<file path="src/rtl/turn_pkg.sv">
// Shared types and constants for the turn manager.
//   turn_state_t : turn phase. The encoding is visible on the phase output.
//   KEY_NONE     : keycode value meaning "no key pressed".
//   CNT_W        : width of the frame counter and of the turn timer.
//   shoot_hit()  : true when a raw keycode is a real press of the given shoot key.
package turn_pkg;

  typedef enum logic [1:0] {
    AIM       = 2'd0,
    FIRE_WAIT = 2'd1,
    FLIGHT    = 2'd2,
    SWITCH    = 2'd3
  } turn_state_t;

  localparam logic [7:0] KEY_NONE = 8'h00;
  localparam int         CNT_W    = 10;

  // An idle keyboard (KEY_NONE) must never fire. This holds even when a
  // player's shoot key is configured as 0.
  function automatic logic shoot_hit(input logic [7:0] key, input logic [7:0] shoot);
    return (key != KEY_NONE) && (key == shoot);
  endfunction

endpackage

</file>
<file path="src/rtl/frame_counter.sv">
// Frame counter shared by every turn phase.
//   clk, reset : system clock, synchronous active-high reset
//   clear      : restart from 0. Takes priority over enable.
//   enable     : count one step (driven by frame_tick)
//   limit      : terminal value for the current phase
//   count      : current count, saturating at all-ones
//   done       : count has reached limit. It is already true at count 0 when limit is 0.
module frame_counter
  import turn_pkg::*;
#(
  parameter int W = CNT_W
) (
  input  logic         clk,
  input  logic         reset,
  input  logic         clear,
  input  logic         enable,
  input  logic [W-1:0] limit,
  output logic [W-1:0] count,
  output logic         done
);

  // NOTE: sequential state is updated with non-blocking assignments only, so
  // every register samples its inputs as they were before the edge.
  always_ff @(posedge clk) begin
    if (reset || clear) begin
      count <= '0;
    end else if (enable && (count != '1)) begin
      // Saturate rather than wrap. A very long idle phase must not make
      // done fall back to 0.
      count <= count + 1'b1;
    end
  end

  assign done = (count >= limit);

endmodule

</file>
<file path="src/rtl/turn_manager.sv">
// Turn sequencer and keyboard gate placed in front of the two players.
//   clk, reset     : system clock, synchronous active-high reset
//   frame_tick     : one-clk pulse per video frame
//   keycode        : raw keyboard keycode (0 = no key)
//   shoot_key0/1   : Shoot keycode of player 0 / player 1
//   bomb_active    : bit i = player i has a bomb in flight
//   keycode_p0/p1  : registered keycode routed to each player
//   active_id      : player whose turn it is
//   phase          : current turn_state_t encoding
//   turn_time_left : remaining aim frames
//   turn_start     : one-clk pulse on entry to AIM (and once after reset)
module turn_manager
  import turn_pkg::*;
#(
  parameter int unsigned TURN_FRAMES           = 600,
  parameter int unsigned FIRE_WAIT_FRAMES      = 60,
  parameter int unsigned FLIGHT_TIMEOUT_FRAMES = 300,
  parameter int unsigned SWITCH_FRAMES         = 30
) (
  input  logic             clk,
  input  logic             reset,
  input  logic             frame_tick,
  input  logic [7:0]       keycode,
  input  logic [7:0]       shoot_key0,
  input  logic [7:0]       shoot_key1,
  input  logic [1:0]       bomb_active,
  output logic [7:0]       keycode_p0,
  output logic [7:0]       keycode_p1,
  output logic             active_id,
  output logic [1:0]       phase,
  output logic [CNT_W-1:0] turn_time_left,
  output logic             turn_start
);

  localparam logic [CNT_W-1:0] TURN_LOAD   = CNT_W'(TURN_FRAMES);
  localparam logic [CNT_W-1:0] FIRE_LIMIT  = CNT_W'(FIRE_WAIT_FRAMES);
  localparam logic [CNT_W-1:0] FLT_LIMIT   = CNT_W'(FLIGHT_TIMEOUT_FRAMES);
  localparam logic [CNT_W-1:0] SWT_LIMIT   = CNT_W'(SWITCH_FRAMES);

  turn_state_t      state, next_state;
  logic [CNT_W-1:0] cnt_limit;
  logic [CNT_W-1:0] cnt_value;
  logic             cnt_done;
  logic             cnt_clear;
  logic             shot;
  logic             own_bomb;
  logic             enter_aim;
  logic             route_keys;

  frame_counter #(.W(CNT_W)) u_frame_counter (
    .clk    (clk),
    .reset  (reset),
    .clear  (cnt_clear),
    .enable (frame_tick),
    .limit  (cnt_limit),
    .count  (cnt_value),
    .done   (cnt_done)
  );

  // NOTE: every signal written here gets a default first. A path that left
  // one unassigned would infer a latch.
  always_comb begin
    next_state = state;
    cnt_limit  = '1;
    shot       = shoot_hit(keycode, active_id ? shoot_key1 : shoot_key0);
    own_bomb   = bomb_active[active_id];

    unique case (state)
      AIM: begin
        // A shot on the same edge the timer hits 0 still counts.
        if (shot) begin
          next_state = FIRE_WAIT;
        end else if (turn_time_left == '0) begin
          next_state = SWITCH;
        end
      end
      FIRE_WAIT: begin
        cnt_limit = FIRE_LIMIT;
        if (own_bomb) begin
          next_state = FLIGHT;
        end else if (cnt_done) begin
          next_state = SWITCH;
        end
      end
      FLIGHT: begin
        cnt_limit = FLT_LIMIT;
        if (!own_bomb || cnt_done) begin
          next_state = SWITCH;
        end
      end
      SWITCH: begin
        cnt_limit = SWT_LIMIT;
        if (cnt_done) begin
          next_state = AIM;
        end
      end
      default: next_state = AIM;
    endcase
  end

  // The counter restarts on every state change, so each phase times from 0.
  assign cnt_clear  = (next_state != state);
  assign enter_aim  = (state == SWITCH) && (next_state == AIM);
  assign route_keys = (state == AIM) || (state == FIRE_WAIT);
  assign phase      = state;

  always_ff @(posedge clk) begin
    if (reset) begin
      state          <= AIM;
      active_id      <= 1'b0;
      turn_time_left <= TURN_LOAD;
      keycode_p0     <= KEY_NONE;
      keycode_p1     <= KEY_NONE;
      // Held high during reset, so player 0 sees a turn_start for the first
      // clk after reset is released.
      turn_start     <= 1'b1;
    end else begin
      state      <= next_state;
      turn_start <= enter_aim;

      if (enter_aim) begin
        active_id      <= ~active_id;
        turn_time_left <= TURN_LOAD;
      end else if ((state == AIM) && frame_tick && (turn_time_left != '0)) begin
        turn_time_left <= turn_time_left - 1'b1;
      end

      keycode_p0 <= (route_keys && !active_id) ? keycode : KEY_NONE;
      keycode_p1 <= (route_keys &&  active_id) ? keycode : KEY_NONE;
    end
  end

endmodule
</file>
<file path="config.mk">
export PLATFORM = sky130hd
export DESIGN_NAME = turn_manager
export DESIGN_NICKNAME = d
export VERILOG_FILES = /design/src/rtl/turn_pkg.sv /design/src/rtl/frame_counter.sv /design/src/rtl/turn_manager.sv
export SDC_FILE = /design/constraint.sdc
export NUM_CORES = 1
export LEC_CHECK = 0
export ABC_CLOCK_PERIOD_IN_PS = 3500
export CAP_MARGIN = 30
export CORE_ASPECT_RATIO = 1.25
export CORE_MARGIN = 3
export CORE_UTILIZATION = 35
export CTS_BUF_LIST = sky130_fd_sc_hd__clkbuf_16
export DETAILED_ROUTE_END_ITERATION = 12
export REMOVE_ABC_BUFFERS = 1
export SYNTH_ARGS = -nofsm -noshare
export SYNTH_HDL_FRONTEND = slang
export SYNTH_SLANG_ARGS = --single-unit
</file>
<file path="constraint.sdc">
create_clock -name clk -period 3.5 [get_ports clk]
set_input_delay 1.05 -clock clk [delete_from_list [all_inputs] [get_ports clk]]
set_output_delay 1.05 -clock clk [all_outputs]
set_load 0.02 [all_outputs]
</file>
==> key figures, run 1 <==
Logic synthesis
  • Yosys top cell area share: 38.00%
  • Post-synth ARST share: 0%
  • Most common cell in the netlist: dfxtp_1
  • Synth warnings: 0
  • Post-synth top cells: dfxtp_1, and2_1, nand2_1, nor2_1, xnor2_1
  • Synth Cell Area: 0.002107 mm^2
  • FF+latch count, synth: 40
  • EDFF count, synth: 0
  • Synth Area per Inst: 9.449 um^2
  • Area contributors post-synth: dfxtp_1, ha_1, and2_1
  • Seq/Total Area, Yosys: 38.00%
  • Cells after Synth: ~220
  • Top FF cell, synth: dfxtp_1
  • Synth area leader: dfxtp_1
  • Cell variety after synth: 47

Worst setup path
  • Worst path slowest cell: clkdlybuf4s50_1
  • Critical Path Fanout Max: 10
  • Crit-path cells: clkdlybuf4s50_1, nor4_1, a21oi_1, mux2_2, a31o_2, o21a_1, a21o_1, nor3_1
  • Required @ worst endpoint: 3.69 ns
  • Family with the most delay on the worst path: compound AO/OA/AOI/OAI gates
  • CP bufs+invs: 1
  • Worst setup SP type: input port
  • Worst path max stage delay: 0.49 ns
  • Critical Path Sink Type: flip-flop
  • Arr. time, crit path: 3.20 ns
  • CP Class: in -> reg

Clock network
  • Number of CTS-inserted buffers: 5
  • CTS clk-pin slew, worst paths: 0.05 ns
  • Post-CTS Resized: 0
  • Post-CTS Setup Bufs: 0
  • Clock buffer depth: 2
  • H-Tree Depth: 2
  • Sink Count: 40
  • CTS tree: yes
  • Hold_buf cts: 0
  • Worst skew pair latency: 0.28 ns
  • Clock root buffer: clkbuf_16

Timing
  • Final setup vio count: 0
  • Slew Limit Fails: 0
  • Period minus WS final: roughly 3 ns
  • Worst-margin pin slew: between 0.6 and 0.7 ns
  • Setup Skew: 0.004538 ns
  • Fin crit share: 85.96%
  • Worst slew margin: 57.17%
  • RSZ-0062 raised after global routing: no
  • Fin Setup TNS: 0 ns
  • Max Fclk: 0.3324 GHz
  • Final hold violations: 0

Route
  • Avg WL per Cell: 13.79 um
  • DR DRC count: 0
  • Antenna-violating nets left: 0
  • Pre-antenna DRT Iters: 4
  • Drt total wl: 4.839 mm
  • Detailed Route Iter0 Violations: 43
  • Vias per cell: between 5 and 6
  • Vias: 1759

GRT
  • First-pass GRT wire length: 7.638 mm
  • Vias in the first global route: 1664
  • Grt total ovfl: 0
  • Initial antenna violation count: 0
  • GR Util All Layers: between 10 and 15%
  • Largest net degree at the start of global routing: 14

Job
  • Max Cap Viol: 0

Cells and area
  • Multi-input gate area: 0.001251 mm^2
  • Layout area overhead: 37.47%
  • Diode count: 0
  • # fillers: 544
  • Share of layout cells above drive strength 1: about 7.7%
  • Nets: ~330
  • Sequential Area: 800.8 um^2

Power and ir drop
  • PD cells: ~430 mW/mm^2
  • Worst VDD drop: 0.2751 mV
  • Power Total: 1.246 mW
  • Leak Pwr: ~1.1 nW

Die
  • Initial Util: 37.42%
  • Total Die Area: between 0.006 and 0.007 mm^2
  • Core footprint: approximately 0.0056 mm^2
  • Number of I/O pins: 59
  • Number of placement rows: 30
  • Die W: between 70 and 80 um
  • Chip height: 92.75 um

Hold path
  • Hold/Removal Path Class: reg -> reg

Placed design
  • Final GP Congestion: ~0.75
  • HPWL Detailed: 3.695 mm
  • PortBufs: 58

Status
  • Outcome: finished, final reports clean
==> worst register-to-register path: stages (launching register included) <==
cell	delay (ns)
dfxtp_1	0.37
inv_1	0.21
ha_1	0.42
nor2_1	0.10
ha_1	0.21
a21bo_2	0.21
a22o_1	0.19
a31oi_2	0.24
a41oi_1	0.22
a21oi_4	0.26
xnor2_2	0.08
buf_4	0.18
nor3_1	0.19
==> cell usage in the layout, fill, tap and decap left out, types with 2 or more instances in the layout <==
cell             synthesis  final
clkinv_2                 0      2
a31o_2                   2      2
nand4_1                  6      6
o21ai_0                  2      2
nor2_1                  16     16
buf_4                    2      2
clkbuf_16                0      5
dfxtp_1                 40     40
nor3_1                  14     14
nor4_1                   2      2
xnor2_1                 15     15
ha_1                    14     14
and2_1                  22     22
inv_1                    8      8
xor2_1                  10     10
nand2_1                 16     16
nand2b_1                 2      2
mux2i_1                 10     10
clkdlybuf4s50_1          0     58
a21oi_1                  5      5
a31oi_1                  3      3
nand3_1                  4      4
a21o_1                   2      2
o21a_1                   2      2
==> sequential cells by signal, summed over array words and instances (netlist names) <==
signal and count:
turn_start 1, active_id 1, phase 2, keycode_p1 8, turn_time_left 10, keycode_p0 8, u_frame_counter.count 10
==> logic make-up (layout without fill, tap and decap cells) <==
kind of cell / Yosys count / count (layout) / share of synthesized area, %
multiplexers: 12 / 12 / 5.820
flip-flops: 40 / 40 / 38.00
AND/OR/NAND/NOR: 90 / 90 / 22.74
adder cells (fa/ha/maj): 14 / 14 / 8.314
buffers and inverters: 12 / 76 / 2.612
AO/OA/AOI/OAI: 29 / 29 / 11.34
XOR/XNOR: 26 / 26 / 11.16
==> worst paths after layout <==
kind	startpoint	to	slack (ns)	cells past startpoint
hold / removal	turn_time_left[9]	turn_time_left[9]	0.54	2
setup / recovery	keycode[5]	u_frame_counter.count[8]	0.49	8
hold reg to reg	turn_time_left[9]	turn_time_left[9]	0.54	2
setup reg to reg	phase[0]	u_frame_counter.count[8]	0.52	12
==> stage by stage <==
stage	hold slack, ns	cells	area [um^2]	utilization (%)	setup WS (ns)
6_report	0.5392	351	2897	51.44	0.4914
5_1_grt	0.5691	351	2897	51.44	0.2976
4_1_cts	0.5440	351	2897	51.44	0.4908
3_5_place_dp	0.5171	343	2758	48.98	0.2113
3_3_place_gp	0.5252	343	2758	48.98	0.2580
2_1_floorplan	0.5413	219	2082	-	0.6514
==> layer usage <==
| metal | vias up | GRT usage (%) | share of wire, % |
|---|---|---|---|
| li1 | 905 | - | - |
| met1 | 783 | 17.26 | 46 |
| met2 | 65 | 22.48 | 44 |
| met3 | 6 | 4.669 | 8.9 |
| met4 | 0 | 3.353 | 0.79 |
| met5 | - | 0 | 0 |
==> area by class of cell <==
type / count / area share, %
clock buffers: 5 / 4.320
clock inverters: 3 / 0.4752
inverters: 8 / 1.037
multi-input cells: 171 / 43.20
flip-flops and latches: 40 / 27.65
well taps: 64 / 2.765
repair buffers: 60 / 20.56
==> where the power goes <==
group / total [mW] / switching [mW] / leakage [nW] / internal, mW
Clock: 0.425 / 0.166 / 0.0710 / 0.258
Combinational: 0.307 / 0.155 / 0.716 / 0.152
Sequential: 0.513 / 0.0291 / 0.326 / 0.484
Total: 1.25 / 0.351 / 1.11 / 0.895
Note: power is estimated with default switching activity, not from simulation.
==> run 2: changes to the inputs <==
Settings changed: ABC_CLOCK_PERIOD_IN_PS 3500 to 3550, CTS_CLUSTER_SIZE from default to 25.
Clock period 3.5 ns to 3.55 ns, I/O delays scaled along.
==> key figures, run 2 (synthesis gave the netlist of run 1 again) <==
Route
  • Vias per cell: 4.972 (-0.80%)
  • Pre-antenna DRT Iters: 4 (unchanged)
  • Drt total wl: 4.788 mm (-1.1%)
  • Antenna-violating nets left: 0 (unchanged)
  • Detailed Route Iter0 Violations: 44 (+2.3%)
  • Avg WL per Cell: 13.64 um (-1.1%)
  • Vias: 1745 (-0.80%)
  • DR DRC count: 0 (unchanged)

Clock network
  • Clock buffer depth: 2 (unchanged)
  • Sink Count: 40 (unchanged)
  • Clock root buffer: clkbuf_16
  • CTS tree: yes
  • Hold_buf cts: 0 (unchanged)
  • H-Tree Depth: 2 (unchanged)
  • Post-CTS Setup Bufs: 0 (unchanged)
  • CTS clk-pin slew, worst paths: 0.06 ns (about the same)
  • Post-CTS Resized: 0 (unchanged)
  • Number of CTS-inserted buffers: 5 (unchanged)
  • Worst skew pair latency: 0.28 ns (about the same)

Die
  • Chip height: 92.75 um (unchanged)
  • Die W: 75.40 um (unchanged)
  • Number of I/O pins: 59 (unchanged)
  • Core footprint: 0.005630 mm^2 (unchanged)
  • Number of placement rows: 30 (unchanged)
  • Total Die Area: 0.006993 mm^2 (unchanged)
  • Initial Util: 37.42% (unchanged)

GRT
  • Initial antenna violation count: 0 (unchanged)
  • GR Util All Layers: 14.23% (+0.41 points)
  • First-pass GRT wire length: 7.783 mm (+1.9%)
  • Grt total ovfl: 0 (unchanged)
  • Largest net degree at the start of global routing: 14 (unchanged)
  • Vias in the first global route: 1673 (+0.54%)

Worst setup path
  • Arr. time, crit path: 3.24 ns (+0.04 ns)
  • Worst setup SP type: input port
  • Family with the most delay on the worst path: compound AO/OA/AOI/OAI gates
  • Crit-path cells: clkdlybuf4s50_1, nor4_1, a21oi_1, mux2_2, a31o_2, o221ai_2, a31oi_1, buf_4, and3_1
  • CP bufs+invs: 2 (+1)
  • Worst path slowest cell: clkdlybuf4s50_1
  • Worst path max stage delay: 0.48 ns (about the same)
  • Critical Path Fanout Max: 11 (+1)
  • Critical Path Sink Type: flip-flop
  • CP Class: in -> reg
  • Required @ worst endpoint: 3.72 ns (+0.03 ns)

Cells and area
  • Fin area: 0.002894 mm^2 (about the same)
  • Nets: 329 (unchanged)
  • Diode count: 0 (unchanged)
  • Layout area overhead: 37.35% (about the same)
  • Top Registers: turn_time_left (10), u_frame_counter.count (10)
  • Share of layout cells above drive strength 1: 6.969% (-0.70 points)
  • # fillers: 546 (+0.37%)
  • Multi-input gate area: 0.001251 mm^2 (unchanged)
  • Most common cell after layout, fill and taps aside: clkdlybuf4s50_1
  • Most frequent cells in the layout: clkdlybuf4s50_1, dfxtp_1, and2_1
  • Sequential Area: 800.8 um^2 (unchanged)

Job
  • Max Cap Viol: 0 (unchanged)

Timing
  • Period minus WS final: 3.062 ns
  • Setup ws final: 0.4884 ns (-0.002946 ns)
  • Max Fclk: ~0.33 GHz
  • Final setup vio count: 0 (unchanged)
  • Worst-margin pin slew: 0.6357 ns (-0.005786 ns)
  • Setup Skew: 0.006215 ns (+0.001677 ns)
  • RSZ-0062 raised after global routing: no
  • Fin Setup TNS: 0 ns (unchanged)
  • Fin crit share: 86.24%
  • Worst slew margin: 57.56% (+0.39 points)
  • Final hold violations: 0 (unchanged)
  • Slew Limit Fails: 0 (unchanged)

Placed design
  • Post-Place Worst Slack: 0.1996 ns (-0.01169 ns)
  • HPWL Detailed: 3.670 mm (-0.68%)
  • DP Area: 0.002758 mm^2 (unchanged)
  • PortBufs: 58 (unchanged)
  • Final GP Congestion: 0.7465 (about the same)

Power and ir drop
  • Leak Pwr: 1.116 nW (+0.25%)
  • Worst VDD drop: 0.2561 mV (-6.9%)
  • PD cells: 422.3 mW/mm^2 (-1.8%)

Hold path
  • Hold/Removal Path Class: reg -> reg

Status
  • Outcome: finished, final reports clean
run 2: layer usage:
metal	part of all wire, %	wire length [um]	GRT usage (%)
met5	0	0	0
met4	1.2	56	4.082
met3	8.6	410	4.560
met2	43	2080	22.55
met1	47	2240	18.19
run 2: tightest hold or removal path: cells and delay by family, from the launching register on:
family / cells / cell delay (ns)
xor+xnor: 1 / 0.08
flops: 1 / 0.38
simple gates: 1 / 0.06
run 2: where the power goes:
group	switching (mW)	internal, mW	leakage (nW)
sequential	0.0282	0.477	0.326
clock	0.162	0.252	0.0738
combinational	0.152	0.150	0.716
run 2: layout make-up:
type | count | area share, %
clock inverter | 3 | 0.3891
sequential | 40 | 27.67
tap | 64 | 2.767
clock buffer | 5 | 4.323
inverter | 8 | 1.038
timing repair buffer | 60 | 20.58
multi-input combinational | 171 | 43.23
run 2: final timing paths:
check                                       start                 to  slack [ns]  depth (start not counted)
worst min register to register  turn_time_left[9]  turn_time_left[9]        0.55                          2
worst max register to register           phase[0]  turn_time_left[1]        0.62                         12
worst max-delay path                   keycode[4]  turn_time_left[1]        0.49                          9
worst min-delay path            turn_time_left[9]  turn_time_left[9]        0.55                          2
run 2: stage by stage:
stage | hold slack [ns] | power, mW | utilization, % | cells
2_1_floorplan | 0.5413 | 0.6976 | - | 219
3_3_place_gp | 0.5253 | 0.8176 | 48.98 | 343
3_5_place_dp | 0.5322 | 0.8169 | 48.98 | 343
4_1_cts | 0.5522 | 1.240 | 51.40 | 351
5_1_grt | 0.5690 | 1.294 | 51.40 | 351
6_report | 0.5524 | 1.222 | 51.40 | 351
